`src/rtl/ecall_console.sv`:
```
// Console service for ecall instructions: decodes a0/a1, streams a2 as hex or a raw
// character over a valid/ready byte stream, and raises a sticky halt on stop.
module ecall_console #(
  parameter bit HEX_LOWER = 1'b1,
  parameter bit APPEND_NL = 1'b1
) (
  input  logic        clk,
  input  logic        reset,
  input  logic        ecall_sig,
  input  logic [31:0] reg_a0,
  input  logic [31:0] reg_a1,
  input  logic [31:0] reg_a2,
  input  logic        tx_ready,
  output logic        tx_valid,
  output logic [7:0]  tx_data,
  output logic        stall,
  output logic        halt
);

  typedef enum logic [1:0] {
    IDLE   = 2'd0,
    SEND   = 2'd1,
    DONE   = 2'd2,
    HALTED = 2'd3
  } state_t;

  localparam logic [3:0] LAST_HEX = APPEND_NL ? 4'd8 : 4'd7;

  state_t      state;
  logic [31:0] a2_q;
  logic        hex_mode;
  logic [3:0]  counter;

  logic       is_svc;
  logic       is_stop;
  logic       is_hex;
  logic       is_char;
  logic [3:0] next_idx;
  logic       last_byte;

  function automatic logic [7:0] hex_char(input logic [3:0] n);
    if (n < 4'd10)  return 8'h30 + {4'h0, n};
    else if (HEX_LOWER) return 8'h57 + {4'h0, n};
    else            return 8'h37 + {4'h0, n};
  endfunction

  // Byte k of a hex message: nibbles MSB first, index 8 is the trailing newline.
  function automatic logic [7:0] hex_byte(input logic [31:0] v, input logic [3:0] k);
    logic [31:0] sh;
    sh = v << {k[2:0], 2'b00};
    if (k == 4'd8) return 8'h0A;
    return hex_char(sh[31:28]);
  endfunction

  assign is_svc    = (reg_a0 == 32'd0);
  assign is_stop   = is_svc && (reg_a1 == 32'd0);
  assign is_hex    = is_svc && (reg_a1 == 32'd1);
  assign is_char   = is_svc && (reg_a1 == 32'd2);
  assign next_idx  = counter + 4'd1;
  assign last_byte = !hex_mode || (counter == LAST_HEX);

  // Stall must rise in the same cycle a print is accepted so the ecall stays put.
  assign stall = !reset && ((state == SEND) || (state == HALTED) ||
                 ((state == IDLE) && ecall_sig && (is_hex || is_char)));

  always_ff @(posedge clk) begin
    if (reset) begin
      state    <= IDLE;
      halt     <= 1'b0;
      tx_valid <= 1'b0;
      tx_data  <= 8'h00;
      counter  <= 4'd0;
      a2_q     <= 32'd0;
      hex_mode <= 1'b0;
    end else begin
      case (state)
        IDLE: begin
          if (ecall_sig) begin
            if (is_stop) begin
              state <= HALTED;
              halt  <= 1'b1;
            end else if (is_hex || is_char) begin
              a2_q     <= reg_a2;
              hex_mode <= is_hex;
              counter  <= 4'd0;
              tx_valid <= 1'b1;
              tx_data  <= is_hex ? hex_byte(reg_a2, 4'd0) : reg_a2[7:0];
              state    <= SEND;
            end
          end
        end
        SEND: begin
          if (tx_ready) begin
            counter <= next_idx;
            if (last_byte) begin
              tx_valid <= 1'b0;
              state    <= DONE;
            end else begin
              tx_data <= hex_byte(a2_q, next_idx);
            end
          end
        end
        // Same instruction is still in the stage; let it leave before decoding again.
        DONE:    state <= IDLE;
        HALTED:  state <= HALTED;
        default: state <= IDLE;
      endcase
    end
  end

endmodule

```
`config.mk`:
```
export PLATFORM = sky130hd
export DESIGN_NAME = ecall_console
export DESIGN_NICKNAME = d
export VERILOG_FILES = /design/src/rtl/ecall_console.sv
export SDC_FILE = /design/constraint.sdc
export NUM_CORES = 1
export LEC_CHECK = 0
export ABC_AREA = 1
export BUFFER_PORTS_ARGS = -buffer_cell sky130_fd_sc_hd__buf_2
export CAP_MARGIN = 20
export CORE_MARGIN = 5
export CORE_UTILIZATION = 35
export CTS_CLUSTER_SIZE = 20
export DETAILED_ROUTE_END_ITERATION = 12
export PLACE_DENSITY_LB_ADDON = 0.08
export RECOVER_POWER = 25
export SLEW_MARGIN = 20
export SYNTH_ARGS = -nofsm -noshare
export SYNTH_HDL_FRONTEND = slang
export SYNTH_SLANG_ARGS = --single-unit
```
`constraint.sdc`:
```
create_clock -name clk -period 4.9 [get_ports clk]
set_input_delay 0.245 -clock clk [delete_from_list [all_inputs] [get_ports clk]]
set_output_delay 0.245 -clock clk [all_outputs]
set_load 0.02 [all_outputs]
```
# Yosys cells after proc, flatten, opt, wreduce, memory -nomap -nowiden
# Index checks and enable logic that the tools add are counted.
# totals
reg_bits	49
out_inout_bits	11
# op_classes
add_sub_neg	5
magnitude_cmp	2
eq_ne	14
n_shift	1
n_mux	33
n_bitwise	1
reduce_logical	22
# ops
operator	n
8-bit two-way mux	10
32-bit zero test	2
32-bit by 1-bit == test with 1-bit output (second input constant)	1
32-bit by 2-bit == test with 1-bit output (second input constant)	1
32-bit by 5-bit left shift with 32-bit output	1
7-bit by 4-bit adder with 8-bit output (first input constant)	2
4-bit two-way mux	4
8-bit case mux with 2 select lines	1
6-bit by 4-bit adder with 7-bit output (first input constant)	2
6-bit AND reduction	2
1-bit two-way mux	10
2-bit two-way mux	5
2-bit != test (second input constant)	5
4-bit == test (second input constant)	2
4-bit < comparator (second input constant)	2
2-bit case mux with 4 select lines	1
4-bit case mux with 2 select lines	1
4-bit AND reduction	2
1-bit logical AND	6
5-bit AND reduction	1
4-bit by 1-bit adder with 4-bit output (second input constant)	1
2-bit == test (second input constant)	2
1-bit logical OR	4
3-bit by 2-bit != test with 1-bit output (second input constant)	1
8 further kinds	9

# Logic depth before layout (Yosys ltp)
# logic_depth
depth_word	11
ltp_mapped	19

# Least setup slack after synthesis
# Ideal clock, no wire load.
# synth_path
kind	register to register
from	register counter[0]
to	register tx_data[1]
setup_time_ns	0.070
arrival_time_ns	2.266
t_required_ns	4.830
path_slack_ns	2.563
path_stages_with_launch	18
n_path_buf	3
cell_sequence	dfxtp_1 > buf_4 > inv_4 > buf_6 > ha_1 > buf_2 > inv_2 > o21ai_0 > o21ai_0 > inv_1 > o21ai_1 > inv_1 > ha_1 > inv_1 > nand3_1 > nand2_1 > nand4_1 > a21oi_1
# synth_between
elab_chain_len	11
elab_cells_between_ends	20
cone_classes	add/sub: 3; order compare: 1; eq/ne: 3; shift: 1; mux: 10; reduce/logical: 2
# synth_lines
element	line	rtl
start: declaration	32	logic [3:0] counter;
start signal: assignment	94	counter <= next_idx;
branches (longest 11 deep; another with 7-bit by 4-bit adder with 8-bit output)	n/a	
end signal: assignment	87	tx_data <= is_hex ? hex_byte(reg_a2, 4'd0) : reg_a2[7:0];
end signal: assignment	99	tx_data <= hex_byte(a2_q, next_idx);
end: declaration	15	output logic [7:0] tx_data,
# Parallel ways; which one is timed is not known. The select of a mux whose other input is x is not followed.
# A chain may end at the register's enable or synchronous reset.

# Final worst setup path
# layout_path
from	input port reg_a0[23]
to	output port stall
# layout_between
elab_chain_len	6
elab_cells_between_ends	7
cone_classes	reduce/logical: 7
# layout_lines
element	line	rtl
start: declaration	10	input logic [31:0] reg_a0,
32-bit zero test (*)	55	assign is_svc = (reg_a0 == 32'd0);
1-bit logical AND, on equally long branches	57, 58	
1-bit logical OR (*)	64	((state == IDLE) && ecall_sig && (is_hex || is_char)));
1-bit logical AND (*)	64	
1-bit logical OR (*)	63	assign stall = !reset && ((state == SEND) || (state == HALTED) ||
1-bit logical AND (*)	63	
end: declaration	16	output logic stall,
# Mark *: on every way between the ends. The rest lies on a longest branch, timed or not.

==> results.env <==
CRITICAL_PATH_S_TOP_DELAY_FAMILY='simple AND/OR/NAND/NOR gates'
DETAILROUTE.VIA_COUNT=3163
SYNTH.FF_LATCH_COUNT=49
WORST_HOLD_SLACK_NS=0.162
POSTCTSRESIZEDCELLS=0
CLKLATENCYLATEPIN_NS=0.30
ROUTED_VIA_DENSITY=4.66
ENDPOINT='stall'
NETLIST.TOP_CELL.BY_AREA='sky130_fd_sc_hd__dfxtp_1'
ANTENNA_FOUND_INITIAL=0
CP_CELL_SEQUENCE='buf_2 > nor2_1 > nand2_1 > nor2_1 > nand2_1 > nor2_1 > nand4_1 > nor2_1 > inv_4 > a21oi_1 > buf_2'
DRTPASS1ITERATIONS=4
SYNTH.TOP_CELLS.BY_AREA='sky130_fd_sc_hd__dfxtp_1, sky130_fd_sc_hd__nand2_1, sky130_fd_sc_hd__nor2_1, sky130_fd_sc_hd__inv_1, sky130_fd_sc_hd__o21ai_0'
CRITPATHCAPTURETYPE='output pin'
HOLD_VIOL=0
NUM_ROWS=34
CRITICAL_PATH.MOST_COMMON_CELL='sky130_fd_sc_hd__nor2_1'
FIN_CRIT_NS=3.15
CELLLEAKAGEPOWER_uW=0.00174
GRT_START_MAX_NET_PINS=53
WORST-R2R-CELL-COUNT=15
WIRE_LENGTH_OF_THE_FIRST_GLOBAL_ROUTING_PASS_MM=14.4
HOLD_PATH.CLASS='input port to flop'
YOSYS.CELL_TYPES.COUNT=39
CLOCK_TREE.BUFFER_DEPTH=2
MAPPEDNETLISTAREA_UM2=3110
H-TREE-DEPTH=2
DP_SLACK_NS=1.92
CLKSLEWWORSTSETUPHOLDPATHS_NS=0.09
FINALMAXSLEWVIOLATIONS=0
MOST_COMMON_CELL_IN_THE_NETLIST='sky130_fd_sc_hd__nand2_1'
MULTI_INPUT_AREA_UM2=1720
SEQCELLAREA_UM2=981
DRC_ERRORS=0
LAYOUT_CELL_AREA_EXCL_FILL_UM2=3770
TIMING.CRITICAL_PATH.DEPTH=11
TIMING.CRITICAL_PATH.REQUIRED_NS=4.66
SYNTHDOMINANTCELLAREASHARE=0.315
DIE-AREA_UM2=10900
SYNTH.NET_COUNT=576
RUN_STATUS='finished clean'
CHIPHEIGHT_UM=104
SETUP_VIOL=0
WORST_PATH_MAX_DELAY_CELL='sky130_fd_sc_hd__nor2_1'
REG_TO_REG_SLACK_SETUP_NS=1.89
SYNTH_FF_TYPE='sky130_fd_sc_hd__dfxtp_1'
GRT_PASS1_VIAS=3158
CLOCK_TREE_FROM_TRITONCTS='built'
PLACEDINSTANCEAREA_UM2=3690
TIMING.MAX_CAP.VIOLATIONS=0
INSERTED_DIODES=0
DETAILEDROUTE.FIRSTITERATIONVIOLATIONS=133
CP_DATA_ARRIVAL_TIME_NS=2.90
PORT_BUFFERS=110
INITIAL_CORE_UTILIZATION=0.359
WORST_SLACK_NS=1.75
CRITPATHMAXFANOUT=52
CTS_BUFFERS=5
SETUP.WORST_PATH.START_CLASS='input port'
SYNTH-EDFF-COUNT=0
SYN-INSTANCE-COUNT=469
CRITICAL-PATH-MAX-STAGE-DELAY_NS=0.79
POWER.DENSITY_CELL_AREA_nW_PER_UM2=218
CRITPATHLAUNCH='reg_a0[23]'
NET_COUNT_OF_THE_FINISHED_LAYOUT=677
SYNTH.YOSYS.WARNINGS=0
DIE_X_EXTENT_UM=104
AVGROUTEDWIREPERCELL_UM=12.5
FINALWEIGHTEDCONGESTION=0.853
GRTUSAGETOTAL=0.158
IOPINCOUNT=111
FINAL.SETUP.TNS_NS=0
TIMING.RR.END='tx_data[1]'
FILLER_CELL_COUNT=973
ROUTE.ANTENNA.REMAINING_NETS=0
SYNTH_SEQ_AREA_SHARE=0.315
SYNTH_ASYNC_SR_FLOP_SHARE=0
FIN_WORST_SKEW_NS=0.00746
SYN2LAYOUT_AREA_GROWTH_PCT=21.2
WORST-SLEW-PIN-TRANSITION_NS=0.949
IR_WORST_VDD_V=0.000108
CTS.SINKS=49
WORSTPATHBUFFERINVERTERCOUNT=3
DRT_WL_TOTAL_MM=8.48
MIN_PERIOD_OVER_PERIOD=0.643
MAXCLOCKFREQUENCY_GHz=0.317
CORE_AREA_UM2=8680
DRIVE_GT1_FRAC=0.261
CRITPATHKIND='input port to output pin'
CTS.HOLD.BUFFERS_ADDED=0
SYNTH_TOP_CELLS_BY_COUNT='sky130_fd_sc_hd__nand2_1, sky130_fd_sc_hd__nor2_1, sky130_fd_sc_hd__inv_1'
WHS_PATH_DEPTH=3
POST_CTS.REPAIR.SETUP_BUFFERS=0
WORSTREG2REGSTART='counter[0]'
GRT_SETUP_UNREPAIRED='false'
CTSROOTBUFFERMASTER='sky130_fd_sc_hd__clkbuf_8'
SLEW_HEADROOM=0.365
GR-TOTAL-OVERFLOW=0
FINALPOWER_uW=821
POST_SYNTH.CELL_AREA_AVG_UM2=6.63
DETAILED_PLACE_HPWL_MM=6.95
==> worst reg2reg max path, stage by stage (launching register included) <==
cell and delay, ns:
sky130_fd_sc_hd__dfxtp_1 0.78, sky130_fd_sc_hd__inv_4 0.20, sky130_fd_sc_hd__ha_1 0.55, sky130_fd_sc_hd__inv_2 0.15
sky130_fd_sc_hd__nor2_1 0.13, sky130_fd_sc_hd__o21ai_0 0.08, sky130_fd_sc_hd__o21ai_0 0.08, sky130_fd_sc_hd__inv_1 0.05
sky130_fd_sc_hd__o21ai_1 0.18, sky130_fd_sc_hd__inv_1 0.08, sky130_fd_sc_hd__ha_1 0.27, sky130_fd_sc_hd__inv_1 0.05
sky130_fd_sc_hd__nand3_1 0.06, sky130_fd_sc_hd__nand2_1 0.06, sky130_fd_sc_hd__nand4_1 0.09, sky130_fd_sc_hd__a21oi_1 0.13
==> layout make-up <==
cell class | count | area share
Clock inverter | 3 | 0.0172
Multi-Input combinational cell | 342 | 0.456
Clock buffer | 5 | 0.0182
Inverter | 61 | 0.0624
Sequential cell | 49 | 0.260
Timing Repair Buffer | 111 | 0.150
Tap cell | 108 | 0.0358
==> sequential cells by signal, summed over array words and instances, names as in the netlist <==
register	flops
a2_q	32
counter	4
halt	1
hex_mode	1
state	2
tx_data	8
tx_valid	1
==> metal layers <==
metal,track usage,routed length (µm),up-vias
met5,0,0,-
met2,0.284,4070,92
li1,-,-,1690
met4,0.0342,104,0
met1,0.186,3730,1373
met3,0.0410,565,8
==> cells by family (layout without fill, tap and decap cells) <==
kind of cell | after synthesis | in the layout | share of synthesized area
fa+ha+maj | 7 | 7 | 0.0281
xor+xnor | 5 | 5 | 0.0201
simple gates | 225 | 225 | 0.318
compound gates | 105 | 105 | 0.199
flops | 49 | 49 | 0.315
buf+inv | 78 | 180 | 0.119
==> cells in the final DEF (no fill, tap or decap), types with 2 or more instances in the layout <==
cell type	count
sky130_fd_sc_hd__nand2_1	99
sky130_fd_sc_hd__nand2_2	4
sky130_fd_sc_hd__clkbuf_1	10
sky130_fd_sc_hd__ha_1	7
sky130_fd_sc_hd__o21ai_0	34
sky130_fd_sc_hd__o21ai_2	5
sky130_fd_sc_hd__inv_1	54
sky130_fd_sc_hd__nand2_4	2
sky130_fd_sc_hd__inv_2	3
sky130_fd_sc_hd__a21oi_1	24
sky130_fd_sc_hd__nand3_1	29
sky130_fd_sc_hd__inv_4	2
sky130_fd_sc_hd__nor2_1	79
sky130_fd_sc_hd__a21oi_2	13
sky130_fd_sc_hd__nor2_4	2
sky130_fd_sc_hd__nor2_2	4
sky130_fd_sc_hd__bufinv_16	2
sky130_fd_sc_hd__dfxtp_1	49
sky130_fd_sc_hd__clkinv_2	2
sky130_fd_sc_hd__nand4_1	2
sky130_fd_sc_hd__buf_2	100
sky130_fd_sc_hd__clkbuf_8	5
sky130_fd_sc_hd__nand3b_1	2
sky130_fd_sc_hd__xor2_1	3
sky130_fd_sc_hd__o21ai_1	24
==> per-stage QoR <==
stage	util	std cells
after floorplan	-	469
after global placement	0.422	670
after detailed placement	0.425	671
after CTS	0.441	679
after global routing	0.435	679
final	0.435	679
==> report_power, final <==
part	total, µW	leakage (µW)	internal, µW	switching (µW)
sequential	398	0.000394	398	0.000000000000115
combinational	83.3	0.00128	42.8	40.6
clock	339	0.0000681	203	137
total	821	0.00174	643	177
==> how the worst min path moves through the flow <==
stage                     from    endpoint
CTS                  reg_a2[8]     a2_q[8]
global route        reg_a2[20]    a2_q[20]
global placement          halt        halt
finish               reg_a2[8]     a2_q[8]
floorplan            reg_a2[0]     a2_q[0]
detailed placement  tx_data[7]  tx_data[7]
No activity file was read; power rests on OpenSTA's default activity.
